[config.mk]
export PLATFORM = sky130hd
export DESIGN_NAME = tour_cmd_seq
export DESIGN_NICKNAME = d
export VERILOG_FILES = /design/src/rtl/kt_pkg.sv /design/src/rtl/knight_move_decode.sv /design/src/rtl/tour_cmd_seq.sv
export SDC_FILE = /design/constraint.sdc
export NUM_CORES = 1
export LEC_CHECK = 0
export BUFFER_PORTS_ARGS = -buffer_cell sky130_fd_sc_hd__buf_2
export CAP_MARGIN = 20
export CORE_MARGIN = 10
export CORE_UTILIZATION = 47
export CTS_BUF_LIST = sky130_fd_sc_hd__clkbuf_8
export DETAILED_ROUTE_END_ITERATION = 8
export HOLD_SLACK_MARGIN = 0.03
export PLACE_DENSITY_LB_ADDON = 0.05
export SYNTH_ARGS = -nofsm -noshare
export SYNTH_HDL_FRONTEND = slang
export SYNTH_HIERARCHICAL = 1
export SYNTH_SLANG_ARGS = --single-unit
[constraint.sdc]
create_clock -name clk -period 1.7 [get_ports clk]
set_input_delay 0.255 -clock clk [delete_from_list [all_inputs] [get_ports clk]]
set_output_delay 0.255 -clock clk [all_outputs]
set_load 0.005 [all_outputs]
[src/rtl/kt_pkg.sv]
// Shared constants and types for the Knight's Tour command sequencer.
package kt_pkg;

  // Command opcodes
  localparam logic [3:0] MOVE    = 4'h4;  // plain move, used for the vertical leg
  localparam logic [3:0] MOVE_FF = 4'h5;  // move with fanfare, used for the horizontal leg

  // Headings
  localparam logic [7:0] HDG_N = 8'h00;
  localparam logic [7:0] HDG_S = 8'h7F;
  localparam logic [7:0] HDG_W = 8'h3F;
  localparam logic [7:0] HDG_E = 8'hBF;

  // Response bytes
  localparam logic [7:0] RESP_DONE = 8'hA5;  // idle / final move of a tour
  localparam logic [7:0] RESP_ACK  = 8'h5A;  // intermediate tour acknowledge

  // Bit positions of the one-hot knight move
  typedef enum logic [2:0] {
    MV_B0,  // (+1,+2)
    MV_B1,  // (-1,+2)
    MV_B2,  // (-2,+1)
    MV_B3,  // (-2,-1)
    MV_B4,  // (-1,-2)
    MV_B5,  // (+1,-2)
    MV_B6,  // (+2,-1)
    MV_B7   // (+2,+1)
  } move_bit_e;

  typedef enum logic [2:0] {
    IDLE,
    VERT,
    WAIT_V,
    HORZ,
    WAIT_H
  } state_e;

  function automatic logic [15:0] make_cmd(logic [3:0] opcode, logic [7:0] heading,
                                           logic [3:0] squares);
    return {opcode, heading, squares};
  endfunction

endpackage

[src/rtl/knight_move_decode.sv]
// Splits a one-hot knight move into a vertical and a horizontal move command.
module knight_move_decode
  import kt_pkg::*;
(
  input  logic [7:0]  move,
  output logic [15:0] vert_cmd,
  output logic [15:0] horz_cmd,
  output logic        valid
);

  move_bit_e        sel;
  logic signed [2:0] dx;
  logic signed [2:0] dy;
  logic [2:0]        adx;
  logic [2:0]        ady;

  assign valid = |move;

  // Pick the lowest set bit so a multi-hot move still yields one legal move.
  // NOTE: every signal written in always_comb gets a default first, so no path
  // leaves it unassigned and no latch is inferred.
  always_comb begin
    sel = MV_B0;
    for (int i = 7; i >= 0; i--) begin
      if (move[i]) sel = move_bit_e'(i[2:0]);
    end
  end

  // Board displacement of the selected move, then sign/magnitude per axis.
  always_comb begin
    dx = 3'sd0;
    dy = 3'sd0;
    case (sel)
      MV_B0: begin dx =  3'sd1; dy =  3'sd2; end
      MV_B1: begin dx = -3'sd1; dy =  3'sd2; end
      MV_B2: begin dx = -3'sd2; dy =  3'sd1; end
      MV_B3: begin dx = -3'sd2; dy = -3'sd1; end
      MV_B4: begin dx = -3'sd1; dy = -3'sd2; end
      MV_B5: begin dx =  3'sd1; dy = -3'sd2; end
      MV_B6: begin dx =  3'sd2; dy = -3'sd1; end
      MV_B7: begin dx =  3'sd2; dy =  3'sd1; end
      default: begin dx = 3'sd0; dy = 3'sd0; end
    endcase
    adx = dx[2] ? 3'(-dx) : 3'(dx);
    ady = dy[2] ? 3'(-dy) : 3'(dy);
    vert_cmd = make_cmd(MOVE,    dy[2] ? HDG_S : HDG_N, {1'b0, ady});
    horz_cmd = make_cmd(MOVE_FF, dx[2] ? HDG_W : HDG_E, {1'b0, adx});
  end

endmodule

[src/rtl/tour_cmd_seq.sv]
// Command sequencer/arbiter between the UART command path and cmd_proc.
// Passes UART commands through while idle; during a tour it owns cmd_proc and
// issues each knight move as a vertical leg followed by a horizontal leg.
module tour_cmd_seq
  import kt_pkg::*;
#(
  parameter int TOUR_LEN = 24
) (
  input  logic        clk,
  input  logic        rst_n,
  input  logic        start_tour,
  input  logic [7:0]  move,
  output logic [4:0]  mv_indx,
  input  logic [15:0] cmd_UART,
  input  logic        cmd_rdy_UART,
  output logic        clr_cmd_rdy_UART,
  output logic [15:0] cmd,
  output logic        cmd_rdy,
  input  logic        clr_cmd_rdy,
  input  logic        send_resp,
  output logic [7:0]  resp,
  output logic        tour_active
);

  localparam logic [4:0] LAST_IDX = 5'(TOUR_LEN - 1);

  state_e      state;
  logic [15:0] vert_cmd;
  logic [15:0] horz_cmd;
  logic        move_ok;
  logic        last_move;

  knight_move_decode u_decode (
    .move     (move),
    .vert_cmd (vert_cmd),
    .horz_cmd (horz_cmd),
    .valid    (move_ok)
  );

  assign last_move = (mv_indx == LAST_IDX);

  // Tour FSM; resp and tour_active are registered alongside the state they describe.
  // NOTE: sequential state uses non-blocking assignments so every register
  // samples pre-edge values regardless of statement order.
  always_ff @(posedge clk or negedge rst_n) begin
    if (!rst_n) begin
      state       <= IDLE;
      mv_indx     <= '0;
      resp        <= RESP_DONE;
      tour_active <= 1'b0;
    end else begin
      case (state)
        IDLE: begin
          if (start_tour) begin
            state       <= VERT;
            mv_indx     <= '0;
            resp        <= RESP_ACK;
            tour_active <= 1'b1;
          end
        end
        VERT: begin
          // An empty move means the solver has nothing more: abandon the tour.
          if (!move_ok) begin
            state       <= IDLE;
            resp        <= RESP_DONE;
            tour_active <= 1'b0;
          end else if (clr_cmd_rdy) begin
            state <= WAIT_V;
          end
        end
        WAIT_V: begin
          if (send_resp) state <= HORZ;
        end
        HORZ: begin
          if (!move_ok) begin
            state       <= IDLE;
            resp        <= RESP_DONE;
            tour_active <= 1'b0;
          end else if (clr_cmd_rdy) begin
            state <= WAIT_H;
            if (last_move) resp <= RESP_DONE;
          end
        end
        WAIT_H: begin
          if (send_resp) begin
            if (last_move) begin
              state       <= IDLE;
              resp        <= RESP_DONE;
              tour_active <= 1'b0;
            end else begin
              state   <= VERT;
              mv_indx <= mv_indx + 5'd1;
              resp    <= RESP_ACK;
            end
          end
        end
        default: begin
          state       <= IDLE;
          resp        <= RESP_DONE;
          tour_active <= 1'b0;
        end
      endcase
    end
  end

  // Command mux: UART pass-through in IDLE, tour legs otherwise; UART is never
  // forwarded nor cleared while a tour owns the interface.
  always_comb begin
    cmd              = cmd_UART;
    cmd_rdy          = 1'b0;
    clr_cmd_rdy_UART = 1'b0;
    case (state)
      IDLE: begin
        cmd_rdy          = cmd_rdy_UART;
        clr_cmd_rdy_UART = clr_cmd_rdy;
      end
      VERT: begin
        cmd     = vert_cmd;
        cmd_rdy = move_ok;
      end
      WAIT_V: cmd = vert_cmd;
      HORZ: begin
        cmd     = horz_cmd;
        cmd_rdy = move_ok;
      end
      WAIT_H: cmd = horz_cmd;
      default: begin
        cmd     = cmd_UART;
        cmd_rdy = 1'b0;
      end
    endcase
  end

endmodule

# After elaboration in Yosys (flattened, before gate mapping)
# Memories as Yosys holds them, arrays and structs flattened.
# Index checks and enable logic that the tools add are counted.
# totals
regBits	17
mem_count	1
output_inout_bits	32
rom_bits	48
in_bits	30
word_cells	75
# classes
n_reduce_logical	10
muxes	41
bitwise_logic	1
eq_ne	15
n_addsub	3
# memory_table
name	words	word_bits	rd	rd_ports_with_merged_regs	wr	line_no	source
(no name shown)	8	6	1	0	0	knight_move_decode.sv:33	case (sel)
# ops
cell	count
$mux W8	8
$mux W3	17
$pmux W8 S5	1
$pmux W16 S2	1
$mux W5	3
$pmux W3 S5	1
$ne A2 B2 Y1 const B	7
$pmux W5 S2	1
$reduce_and A5 Y1	2
$ne A3 B3 Y1 const B	3
$reduce_or A8 Y1	1
$mux W7	1
$eq A3 B2 Y1 const B	2
$mux W1	6
$neg A3 Y3	2
$reduce_and A6 Y1	1
$reduce_or A2 Y1	3
$add A5 B1 Y5 const B	1
$eq A5 B5 Y1 const B	1
$pmux W1 S4	1
$reduce_and A4 Y1	1
$eq A3 B1 Y1 const B	1
$eq A3 B3 Y1 const B	1
$logic_not A3 Y1	1
other kinds (3)	3

# Logic depth before layout (Yosys ltp)
# An unclocked memory read counts as a cell.
# depth
word_depth	12
ltp_mapped	7
ltp_nobuf	6

# Cells and area by module
# Netlist, hierarchy kept.
# modules_own_cells
mod	area_per_inst_um2	seq_area_each_um2	instances	cells_each
tour_cmd_seq	1405.1	276.5	1	182
knight_move_decode	286.5	0.0	1	42

# Least setup slack after synthesis
# OpenSTA, ideal clock, no wires.
# synth_timing
path_type	input to output
start	input move[6]
end	output cmd[5]
path_buffers	1
required_ps	1445
arrival_ps	1527
slack_ps	-82
cell_stages	6
path_cell_list	nor2_1 -> a2111oi_2 -> buf_4 -> mux2_2 -> o22ai_1 -> a211oi_1
# synth_via
elab_chain_len	10
# synth_rtl
element	line_no	source
start: declaration	tour_cmd_seq.sv:12	input logic [7:0] move,
$mux W3 (7 in a row)	knight_move_decode.sv:25	if (move[i]) sel = move_bit_e'(i[2:0]);
$mem_v2 Z8 W6	-	
$mux W7	knight_move_decode.sv:46	vert_cmd = make_cmd(MOVE, dy[2] ? HDG_S : HDG_N, {1'b0, ady});
net vert_cmd[5]	tour_cmd_seq.sv:28	logic [15:0] vert_cmd;
$pmux W16 S2	tour_cmd_seq.sv:112	case (state)
end: declaration	tour_cmd_seq.sv:17	output logic [15:0] cmd,
# The timed path passes the listed nets, and every way through them passes these cells.

# Worst setup path after layout
# layout_timing
start	input move[4]
end	output cmd[6]
# layout_via
elab_chain_len	8
# layout_rtl
element	line_no
$mux W3 (5 in a row)	knight_move_decode.sv:25
$mem_v2 Z8 W6	-
$mux W7	knight_move_decode.sv:46
$pmux W16 S2	tour_cmd_seq.sv:112
# Every way passes these cells.

==> reports/results.ini <==
[outcome]
status=finished, violations left
violations=setup timing

[floorplan]
die_area_um2=6399
rows=21
core_um2=3416
die-width_um=80.00
die_h_um=80.00
start_util_pct=49.52
pin_count=62

[setup_path]
slowest_delay_ns=0.35
crit_required_ns=1.44
crit_fanout=6
r2r_end=resp[6]$_DFFE_PN0P_
cp-start-kind=primary input
timing.rr.start=mv_indx[0]$_DFFE_PN0P_
crit_chain=buf_8, nor2_4, a2111oi_4, buf_6, buf_8, mux2_4, o22ai_1, a211oi_1, buf_2
cpMostUsedCell=buf_8
ff2ff_path_depth=5
cp.arrival_ns=1.68
r2r_setup_slack_ns=0.03
critical-path-slowest-cell=a2111oi_4
end_kind=primary output
crit_type=in2out
startpoint=move[4]
endpoint=cmd[6]

[logic_synthesis]
yosysTopAreaCellShare_pct=15.53
synthCells=224
syn_area_per_cell_um2=7.552
synthArstFlopShare_pct=100.0
synth_top_area_cell=buf_4
synth_adder_area_share_pct=0.7396
ys.flop_type=dfrtp_1
synth_most_common_cell=buf_4
synthXorXnorAreaFrac_pct=0
syn-cell-area_um2=1692
ys_ff_latch=11
ys_top_cells_by_count=35 x buf_4, 32 x o22ai_1, 24 x nor2_1
synth_area_leaders=buf_4 16%, dfrtp_1 15%, o22ai_1 12%, mux2_2 11%, a211oi_1 7.1%
synth-compound-area-share_pct=32.25
synth-edff-count=0
ys_seq_area_share_pct=16.35
synth_top_family_by_area=compound AO/OA/AOI/OAI gates
synth_mux_area_share_pct=12.13
yosys_warnings=6
yosysUniqueCellTypes=45
synthSimpleGateAreaFrac_pct=17.60

[final_layout]
regArea_um2=280.3
syn2layout_area_growth_pct=57.62
stdcell_count=355
n_fill_cell=241
fin_nets=341
n_antenna_cell=0
multiInputGateArea_um2=1474
drive_gt1_share_pct=62.14
fin_util_pct=78.06

[timing]
finalSetupTns_ns=-2.318
timing.hold.ws_ns=0.2602
drv_slew=0
setup_viol_count_final=16
hold_viol=0
fin_ws_ns=-0.2338
period_share_pct=113.8
period_needed_ns=1.934
rsz0062_at_grt=true
clock_skew_ns=0.007785
clock.fmax_mhz=517.1

[global_route]
grt_usage_pct=16.20
antenna_found_initial=0
grtUsageMet2_pct=25.60
grt_use_met1_pct=20.43
top_usage_layer=met2
grt_pass1_vias=1848
grt_pass1_wl_mm=8.618
grt_max_degree=19
grt_util_met3_pct=5.068
gr-total-overflow=0

[route]
vias=1971
drtIter0Drc=103
wl_per_cell_um=16.44
firstDrtPassIters=4
avgViaCountPerCell=5.552
routed_wl_mm=5.836
ant_nets=0
drc_errors=0

[clock_network]
path_clk_slew_ns=0.05
htree_levels=1
clock-sinks=11
root_buffer=clkbuf_8
clock_path_buffers=2
cts_made_buffers=3
clk_latency_ns=0.25
tritoncts=yes

[placement]
place.gp.congestion=0.7668
dp_slack_ns=-0.1250
port_buffers=61
dpl.hpwl_mm=3.792
post-place-cells=335

[power_and_ir_drop]
leakage_nw=1.225
p_per_area_nw_per_um2=1616
vdd_drop_max_uv=861.9

[worst_hold_path]
hold_class=in2reg

[run]
max_cap_viol_count=0

-- worst max-delay path, delay by kind of cell --
family / cells / cell delay [ns]
compound gates: 3 / 0.65
buf+inv: 4 / 0.57
mux: 1 / 0.14
simple gates: 1 / 0.04
-- cell families (layout without fill, tap and decap cells) --
group / after synthesis / in the layout
buf+inv: 53 / 120
mux: 18 / 18
simple gates: 58 / 58
flops: 11 / 11
compound gates: 81 / 81
fa+ha+maj: 1 / 1
other cells: 2 / 20
-- report_power, final --
part | internal, W | switching [W]
combinational | 0.00191 | 0.00167
clock | 0.000159 | 0.000106
sequential | 0.000355 | 0.000100
-- per-layer routing --
| metal | up-vias | wire length (µm) |
|---|---|---|
| met2 | 59 | 2803 |
| met4 | 0 | 93 |
| met3 | 9 | 420 |
| met5 | - | 0 |
| li1 | 958 | - |
| met1 | 945 | 2518 |
-- how the worst min path moves through the flow --
stage	start	end	slack, ns	cells past startpoint
2_1_floorplan	rst_n	mv_indx[0]$_DFFE_PN0P_	-0.04	0
3_3_place_gp	rst_n	mv_indx[1]$_DFFE_PN0P_	0.14	1
3_5_place_dp	rst_n	mv_indx[1]$_DFFE_PN0P_	0.14	1
4_1_cts	send_resp	state[2]$_DFFE_PN0P_	0.24	2
5_1_grt	send_resp	state[2]$_DFFE_PN0P_	0.26	2
6_report	send_resp	state[2]$_DFFE_PN0P_	0.26	2
-- per-stage QoR --
step / power (W) / instance area, µm²
6_report: 0.004309 / 2666
5_1_grt: 0.004637 / 2666
3_3_place_gp: 0.002970 / 2068
4_1_cts: 0.003591 / 2280
2_1_floorplan: 0.002074 / 1774
3_5_place_dp: 0.002985 / 2068
-- registers in the layout, summed over array words and instances (netlist names) --
name         flops
state            3
tour_active      1
resp             2
mv_indx          5
-- placed cells by master, fill, tap and decap left out, drive strengths merged --
| cell | count |
|---|---|
| or4 | 1 |
| a32o | 1 |
| nor3 | 1 |
| nand2 | 9 |
| ha | 1 |
| or2 | 3 |
| a2111oi | 1 |
| o22ai | 32 |
| dfrtp | 10 |
| nand4b | 1 |
| nand2b | 3 |
| o211ai | 1 |
| dlygate4sd3 | 1 |
| o32a | 1 |
| nand4 | 3 |
| nor2b | 2 |
| clkbuf | 3 |
| a211oi | 16 |
| nor3b | 2 |
| nand3 | 2 |
| nor2 | 24 |
| conb | 20 |
| mux2 | 17 |
| and2 | 3 |
| mux2i | 1 |
| o31ai | 2 |
| inv | 5 |
| a22o | 2 |
| a31oi | 2 |
| and2b | 1 |
| o21ai | 11 |
| buf | 111 |
| and4b | 1 |
| a21oi | 10 |
| a21o | 2 |
| dfstp | 1 |
| and3 | 2 |
-- timing repair --
| action | 4_1_cts | 5_1_grt |
|---|---|---|
| hold endpoints to repair | 10 | 0 |
| pin swaps | 11 | 18 |
| resized for setup | 36 | 61 |
| endpoints found under the setup margin | 17 | 23 |
| cloned | 1 | 0 |
| buffers inserted | 3 | 12 |
| hold buffers | 1 | 0 |
-- layout make-up --
cell class,instances,share of cell area (%)
clock inverters,1,0.1408
flip-flops and latches,11,10.51
repair buffers,112,29.70
multi-input cells,178,55.28
clock buffers,3,1.549
well taps,46,2.159
inverters,4,0.6570
(Power assumes the default switching activity.)
